--- config.mk ---
export PLATFORM = sky130hd
export DESIGN_NAME = alu_op_sequencer
export DESIGN_NICKNAME = d
export VERILOG_FILES = /design/src/rtl/alu_op_sequencer.sv
export SDC_FILE = /design/constraint.sdc
export NUM_CORES = 1
export LEC_CHECK = 0
export ABC_AREA = 1
export CAP_MARGIN = 25
export CORE_ASPECT_RATIO = 1.4
export CORE_MARGIN = 1
export CORE_UTILIZATION = 39
export CTS_CLUSTER_SIZE = 12
export DETAILED_ROUTE_END_ITERATION = 7
export GPL_ROUTABILITY_DRIVEN = 0
export PLACE_DENSITY = 0.81
export SLEW_MARGIN = 20
export SYNTH_ARGS = -nofsm -noshare
export SYNTH_HDL_FRONTEND = slang
export SYNTH_SLANG_ARGS = --single-unit
--- constraint.sdc ---
create_clock -name clk -period 1.7 [get_ports clk]
set_clock_uncertainty 0.05 [all_clocks]
set_input_delay 0.17 -clock clk [delete_from_list [all_inputs] [get_ports clk]]
set_output_delay 0.17 -clock clk [all_outputs]
set_load 0.03 [all_outputs]
--- src/rtl/alu_op_sequencer.sv ---
// Command sequencer for the 16-channel one-hot ALU result mux: decodes an opcode to a
// select, waits a settle window, captures the mux output into acc, and repeats per count.
module alu_op_sequencer #(
    parameter int bus_size      = 16,
    parameter int SETTLE_CYCLES = 2
) (
    input  logic                clk,
    input  logic                rst_n,
    input  logic                cmd_valid,
    output logic                cmd_ready,
    input  logic [3:0]          cmd_op,
    input  logic [3:0]          cmd_count,
    input  logic                cmd_load,
    input  logic [bus_size-1:0] cmd_data,
    input  logic                abort,
    input  logic [bus_size-1:0] mux_b,
    output logic [15:0]         mux_s,
    output logic [bus_size-1:0] acc,
    output logic [3:0]          iter,
    output logic                busy,
    output logic                done,
    output logic                aborted
);

    typedef enum logic [1:0] {IDLE, SETTLE, CAPTURE, DONE} state_t;

    localparam logic [3:0] SETTLE_RELOAD = 4'(SETTLE_CYCLES - 1);

    state_t              state, state_n;
    logic [3:0]          op_q, op_n;
    logic [3:0]          count_q, count_n;
    logic [3:0]          cnt, cnt_n;
    logic [3:0]          iter_q, iter_n;
    logic [bus_size-1:0] acc_q, acc_n;
    logic                aborted_q, aborted_n;

    always_ff @(posedge clk or negedge rst_n) begin
        if (!rst_n) begin
            state     <= IDLE;
            op_q      <= '0;
            count_q   <= '0;
            cnt       <= '0;
            iter_q    <= '0;
            acc_q     <= '0;
            aborted_q <= 1'b0;
        end else begin
            state     <= state_n;
            op_q      <= op_n;
            count_q   <= count_n;
            cnt       <= cnt_n;
            iter_q    <= iter_n;
            acc_q     <= acc_n;
            aborted_q <= aborted_n;
        end
    end

    always_comb begin
        state_n   = state;
        op_n      = op_q;
        count_n   = count_q;
        cnt_n     = cnt;
        iter_n    = iter_q;
        acc_n     = acc_q;
        aborted_n = aborted_q;
        case (state)
            IDLE: begin
                if (cmd_valid) begin
                    op_n      = cmd_op;
                    count_n   = cmd_count;
                    if (cmd_load) acc_n = cmd_data;
                    iter_n    = '0;
                    aborted_n = 1'b0;
                    cnt_n     = SETTLE_RELOAD;
                    state_n   = SETTLE;
                end
            end
            SETTLE: begin
                if (abort) begin
                    aborted_n = 1'b1;
                    state_n   = DONE;
                end else if (cnt == 4'd0) begin
                    state_n = CAPTURE;
                end else begin
                    cnt_n = cnt - 4'd1;
                end
            end
            CAPTURE: begin
                // Abort wins over the capture so acc keeps the last completed iteration.
                if (abort) begin
                    aborted_n = 1'b1;
                    state_n   = DONE;
                end else begin
                    acc_n = mux_b;
                    if (iter_q == count_q) begin
                        state_n = DONE;
                    end else begin
                        iter_n  = iter_q + 4'd1;
                        cnt_n   = SETTLE_RELOAD;
                        state_n = SETTLE;
                    end
                end
            end
            DONE:    state_n = IDLE;
            default: state_n = IDLE;
        endcase
    end

    // Select is decoded from state so it can only ever be zero or a single hot bit.
    assign busy      = (state == SETTLE) || (state == CAPTURE);
    assign cmd_ready = (state == IDLE);
    assign done      = (state == DONE);
    assign mux_s     = busy ? (16'd1 << op_q) : 16'd0;
    assign acc       = acc_q;
    assign iter      = iter_q;
    assign aborted   = aborted_q;

endmodule

==> results of run 1 <==
==> worst max-delay path, cell delays in order (launching register included) <==
cell     delay [ns]
dfrtp_1        0.36
inv_2          0.05
buf_6          0.11
ha_4           0.33
nand2_8        0.13
nor2_4         0.11
buf_6          0.14
==> kinds of logic after synthesis <==
| kind of cell | Yosys count |
|---|---|
| buffers and inverters | 31 |
| AND/OR/NAND/NOR | 122 |
| flip-flops | 35 |
| adder cells (fa/ha/maj) | 7 |
| XOR/XNOR | 3 |
| multiplexers | 18 |
| AO/OA/AOI/OAI | 29 |
==> cell usage in the layout (no fill, tap or decap), drive strengths merged <==
cell type	instances
nor2	36
inv	24
nand4	1
o21ai	19
mux2	2
clkbuf	7
clkinv	1
xnor2	3
buf	33
clkdlybuf4s50	62
dlygate4sd2	5
a21oi	9
mux2i	16
nand3	23
ha	7
o211ai	1
nand2	62
dfrtp	35
==> what timing repair did <==
item / in CTS / in global routing
pin swaps: 19 / 0
gates resized for setup: 28 / 1
setup buffers: 2 / 0
setup endpoints to repair: 21 / 20
==> Yosys cell counts (all sizes together) <==
master  count
xnor2       3
a21oi       9
dfrtp      35
mux2i      16
nor2       36
inv        24
nand4       1
clkbuf      1
nand2      62
mux2        2
buf         6
o21ai      19
o211ai      1
nand3      23
ha          7
==> worst max path at each step <==
stage | startpoint | end | slack, ns | depth (start not counted)
floorplan | state[0] | acc[11] | 0.04 | 9
global placement | state[1] | mux_s[12] | 0.1 | 5
detailed placement | state[1] | mux_s[7] | 0.04 | 5
CTS | state[0] | mux_s[7] | -0.05 | 6
global route | state[0] | mux_s[7] | -0.10 | 6
finish | state[0] | mux_s[7] | -0.04 | 6
==> per-layer routing <==
layer	vias to the layer above	routed length, um
li1	982	-
met1	874	1820
met2	91	2540
met3	5	423
met4	0	69
met5	-	0
==> where the power goes <==
part	internal, W	total (W)	switching, W	leakage, nW
Combinational	0.00183	0.00443	0.00260	1.04
Clock	0.000332	0.000635	0.000303	0.0484
Sequential	0.00121	0.00151	0.000300	0.427
Total	0.00337	0.00658	0.00321	1.52
==> cell type report <==
cell class              count  area share [%]
multi-input cells         179            35.9
repair buffers            100            29.9
flip-flops and latches     35            26.2
inverters                  24            2.77
clock buffers               7            2.58
well taps                  64            2.39
clock inverters             1           0.262
==> state kept, by name (all words and copies together) (netlist names) <==
| register | cells |
|---|---|
| iter | 4 |
| acc | 16 |
| op_q | 4 |
| state | 2 |
| aborted | 1 |
| count_q | 4 |
| cnt | 4 |
==> through the flow <==
| stage | setup TNS, ns | setup slack [ns] | hold WS (ns) | cells |
|---|---|---|---|---|
| 6_report | -0.487 | -0.0406 | 0.242 | 410 |
| 5_1_grt | -1.36 | -0.101 | 0.299 | 410 |
| 4_1_cts | -0.620 | -0.0510 | 0.254 | 410 |
| 3_5_place_dp | 0 | 0.0449 | 0.420 | 400 |
| 3_3_place_gp | 0 | 0.0969 | 0.414 | 400 |
| 2_1_floorplan | 0 | 0.0374 | -0.176 | 245 |
==> impl_metrics.json, run 1 <==
{
  "outcome": "complete, but fails checks",
  "failed_checks": "negative setup slack",
  "die_area_um2": 5560,
  "syn_avg_cell_area_um2": 8.38,
  "ant_nets": 0,
  "ys_top_cells_by_area": "dfrtp_1 43%, nand2_1 10%, mux2i_1 7.8%, o21ai_2 7.3%, nor2_1 6.4%",
  "numPortBuffers": 84,
  "clk_pin_slew_worst_paths_ns": 0.07,
  "met1_usage_pct": 20.4,
  "fin_area_um2": 3350,
  "synth_top_family_by_area": "simple AND/OR/NAND/NOR gates",
  "htreeDepth": 2,
  "hold_class": "in -> async",
  "drc": 0,
  "avgRoutedWirePerCell_um": 11.8,
  "rows": 30,
  "nFillCells": 430,
  "cp.arrival_ns": 1.52,
  "synthToLayoutAreaGrowth_pct": 63.1,
  "holdBufCountCts": 0,
  "reg2reg_to": "acc[8]",
  "seq_area_um2": 876,
  "max_freq_mhz": 575,
  "clock-sinks": 35,
  "core-area_um2": 4950,
  "synthMuxAreaShare_pct": 8.90,
  "antenna_found_initial": 0,
  "synthAdderAreaFrac_pct": 4.27,
  "antenna_cells": 0,
  "clockRootBuffer": "clkbuf_8",
  "cts_tree": "built",
  "final_util_pct": 67.6,
  "maxCapViolations": 0,
  "power_leakage_nw": 1.52,
  "worstMarginPinSlew_ns": 0.446,
  "hold_viol": 0,
  "worstPathRequired_ns": 1.48,
  "finalCriticalPeriod_ns": 1.74,
  "place_area_um2": 3150,
  "synth-simple-area-share_pct": 24.7,
  "drt_iter0_drc": 30,
  "syn_area_um2": 2050,
  "grt_setup_unrepaired": "true",
  "die_w_um": 63.3,
  "yosysWarningCount": 0,
  "final_nets": 397,
  "grt_max_degree": 36,
  "synthCells": 245,
  "reg2regPathDepth": 8,
  "ir_worst_vdd_uv": 1220,
  "critPathKind": "reg -> out",
  "slew_headroom_pct": 70.3,
  "finalSetupViolations": 16,
  "reg2reg_slack_ns": 0.09,
  "grt_overflow": 0,
  "drt_wl_total_um": 4860,
  "r2r_start": "state[1]",
  "synth_seq_cells": 35,
  "end_kind": "primary output",
  "cp-start-kind": "flip-flop",
  "vias_per_cell": 4.76,
  "globalRouteMet2Util_pct": 35.6,
  "yosys.area.top_type": "dfrtp_1",
  "multi_input_area_um2": 1200,
  "drive_gt1_share_pct": 25.7,
  "dp_hpwl_um": 3910,
  "cp_max_fo": 8,
  "synth_top_cell_area_share_pct": 42.7,
  "start_util_pct": 41.4,
  "synth_xor_xnor_area_share_pct": 1.28,
  "track_usage_pct": 19.3,
  "syn_nets": 297,
  "power.density_nw_per_um2": 1960,
  "synth_compound_gate_area_share_pct": 10.8,
  "dieHeight_um": 87.9,
  "cts-buffers-inserted": 5,
  "power_w": 0.00658,
  "clk_path_buf_depth": 2,
  "grt_util_met3_pct": 6.38,
  "finalMaxSlewViolations": 0,
  "clock_latency_ns": 0.29,
  "vias": 1952,
  "firstDrtPassIters": 4,
  "post-route-period-util_pct": 102,
  "ys_types": 21,
  "grt_pass1_wl_um": 8360,
  "setup_slack_ns": -0.0406,
  "pin_count": 85,
  "grt_pass1_vias": 1913,
  "busiest_layer": "met2",
  "ys_seq_area_share_pct": 42.7
}
No activity file was read; power rests on OpenSTA's default activity.
==> run 2: changes to the inputs <==
- CELL_PAD_IN_SITES_DETAIL_PLACEMENT: default -> 1
- CELL_PAD_IN_SITES_GLOBAL_PLACEMENT: default -> 2
- CORE_UTILIZATION: 39 -> 21
- PLACE_DENSITY: 0.81 -> 0.79
==> run 2 against run 1 <==
Net effect:
- the flow still finishes with violations (negative setup slack)
- maximum frequency is 1.3% lower
- final area is 9.0% higher
- global-route usage is 6.5 points lower
- via count is 5.1% higher
- register-to-register slack worse by 0.12 ns
- routed wire length is 26% higher
- count of clock-buffer cells in the layout stayed put
- non-clock buffer count is 8 higher
- critical endpoint is now mux_s[10]
- highest routed layer unchanged
==> impl_metrics.json, run 2 (synthesis gave the netlist of run 1 again) <==
{
  "rows": 42,
  "critPathLaunch": "state[0]",
  "power_leakage_nw": 1.61,
  "reg2reg_to": "acc[6]",
  "largest_reg_flops": 16,
  "crit_top_cell": "buf_6",
  "slew_headroom_pct": 75.1,
  "die_area_um2": 10200,
  "numPortBuffers": 84,
  "antenna_found_initial": 0,
  "max_freq_mhz": 567,
  "final_common_cell": "clkdlybuf4s50_1",
  "critPathKind": "reg -> out",
  "path_cells": "inv_2 > buf_6 > ha_4 > nand2_8 > nor2_4 > buf_6",
  "fin_tns_setup_ns": -0.884,
  "fin_area_um2": 3650,
  "track_usage_pct": 12.8,
  "cp.arrival_ns": 1.54,
  "grt_util_met3_pct": 3.95,
  "antenna_cells": 0,
  "busiest_layer": "met2",
  "maxCapViolations": 0,
  "reg2reg_slack_ns": -0.03,
  "setup_slack_ns": -0.0644,
  "dp_hpwl_um": 4660,
  "dieHeight_um": 119,
  "clk_pin_slew_worst_paths_ns": 0.06,
  "power_w": 0.00750,
  "ir_worst_vdd_uv": 730,
  "cp-endpoint": "mux_s[10]",
  "die_w_um": 85.6,
  "max_stage_delay_ns": 0.36,
  "pin_count": 85,
  "synthToLayoutAreaGrowth_pct": 77.7,
  "final_util_pct": 38.6,
  "start_util_pct": 21.7,
  "grt_setup_unrepaired": "true",
  "ant_nets": 0,
  "firstDrtPassIters": 4,
  "finalMaxSlewViolations": 0,
  "place_area_um2": 3210,
  "drt_iter0_drc": 32,
  "grt_pass1_vias": 2132,
  "cp_max_fo": 8,
  "clock-sinks": 35,
  "clk_path_buf_depth": 2,
  "final_nets": 405,
  "cts_tree": "built",
  "cp.depth": 6,
  "end_kind": "primary output",
  "path_buf_inv": 3,
  "clock_latency_ns": 0.28,
  "hold_viol": 0,
  "nFillCells": 1104,
  "vias_per_cell": 4.42,
  "crit_family": "flip-flops",
  "grt_max_degree": 36,
  "layout.cells.non_filler": 464,
  "hold_class": "in -> async",
  "clockRootBuffer": "clkbuf_16",
  "cp-start-kind": "flip-flop",
  "met1_usage_pct": 14.5,
  "post-route-period-util_pct": 104,
  "cts-buffers-inserted": 5,
  "worstMarginPinSlew_ns": 0.372,
  "finalCriticalPeriod_ns": 1.76,
  "avgRoutedWirePerCell_um": 13.2,
  "htreeDepth": 2,
  "power.density_nw_per_um2": 2050,
  "vias": 2051,
  "final_cell_mix": "61 x clkdlybuf4s50_1, 43 x nand2_1, 35 x dfrtp_1, 21 x nand3_1",
  "reg2regPathDepth": 10,
  "r2r_start": "state[1]",
  "core-area_um2": 9460,
  "drt_wl_total_um": 6130,
  "seq_area_um2": 876,
  "slowest_stage": "dfrtp_1",
  "outcome": "complete, but fails checks",
  "drive_gt1_share_pct": 31.9,
  "grt_pass1_wl_um": 10400,
  "failed_checks": "negative setup slack",
  "drc": 0,
  "multi_input_area_um2": 1270,
  "grt_overflow": 0,
  "worstPathRequired_ns": 1.48,
  "dpl.cell_count": 445,
  "finalSetupViolations": 31,
  "globalRouteMet2Util_pct": 22.7
}
[run 2: cell count changes in the layout (fill, tap and decap cells not counted), sizes merged]
cell and change:
buf +6, clkdlybuf4s50 -1, clkbuf +3, clkdlybuf4s15 +1, dlygate4sd2 -2, dlygate4sd3 +1
[run 2: worst register-to-register path, delay by kind of cell (launching register included)]
kind            cells  cell delay (ns)
flops               1             0.39
compound gates      3             0.35
fa+ha+maj           1             0.18
buf+inv             3             0.45
simple gates        3             0.20
[run 2: per-stage QoR]
stage                     setup WS [ns]  hold slack (ns)
after floorplan                  0.0374           -0.176
after global placement          0.00496            0.104
after detailed placement        -0.0163            0.105
after CTS                        -0.143            0.336
after global routing             -0.137            0.375
final                           -0.0644            0.346
[run 2: area by class of cell]
cell class	instances	area share, %
multi-input combinational	179	34.9
inverter	24	2.67
tap	110	3.77
timing repair buffer	108	30.9
sequential	35	24.0
clock buffer	7	3.64
clock inverter	1	0.137
[run 2: report_power, final]
| group | internal, W | total [W] | switching (W) |
|---|---|---|---|
| Clock | 0.000542 | 0.000888 | 0.000347 |
| Sequential | 0.00121 | 0.00152 | 0.000306 |
| Combinational | 0.00223 | 0.00509 | 0.00286 |
| Total | 0.00399 | 0.00750 | 0.00351 |
[run 2: worst min path at each step]
stage	startpoint	endpoint	slack, ns	depth (start not counted)
2_1_floorplan	rst_n	aborted	-0.18	0
3_3_place_gp	rst_n	acc[5]	0.10	2
3_5_place_dp	rst_n	acc[13]	0.11	2
4_1_cts	rst_n	acc[5]	0.34	3
5_1_grt	rst_n	acc[5]	0.37	3
6_report	rst_n	acc[5]	0.35	3
[run 2: metal layers]
metal | vias to the layer above | part of all wire, %
met2 | 79 | 52
met5 | - | 0
li1 | 1001 | -
met3 | 6 | 7.6
met1 | 965 | 39
met4 | 0 | 1.4
[run 2: repair_timing]
action / CTS / global route
endpoints found under the hold margin: 35 / 0
hold buffers: 1 / 0
gates resized for setup: 31 / 26
pin swaps: 15 / 9
cloned: 0 / 2
endpoints found under the setup margin: 21 / 42
setup buffers: 3 / 5
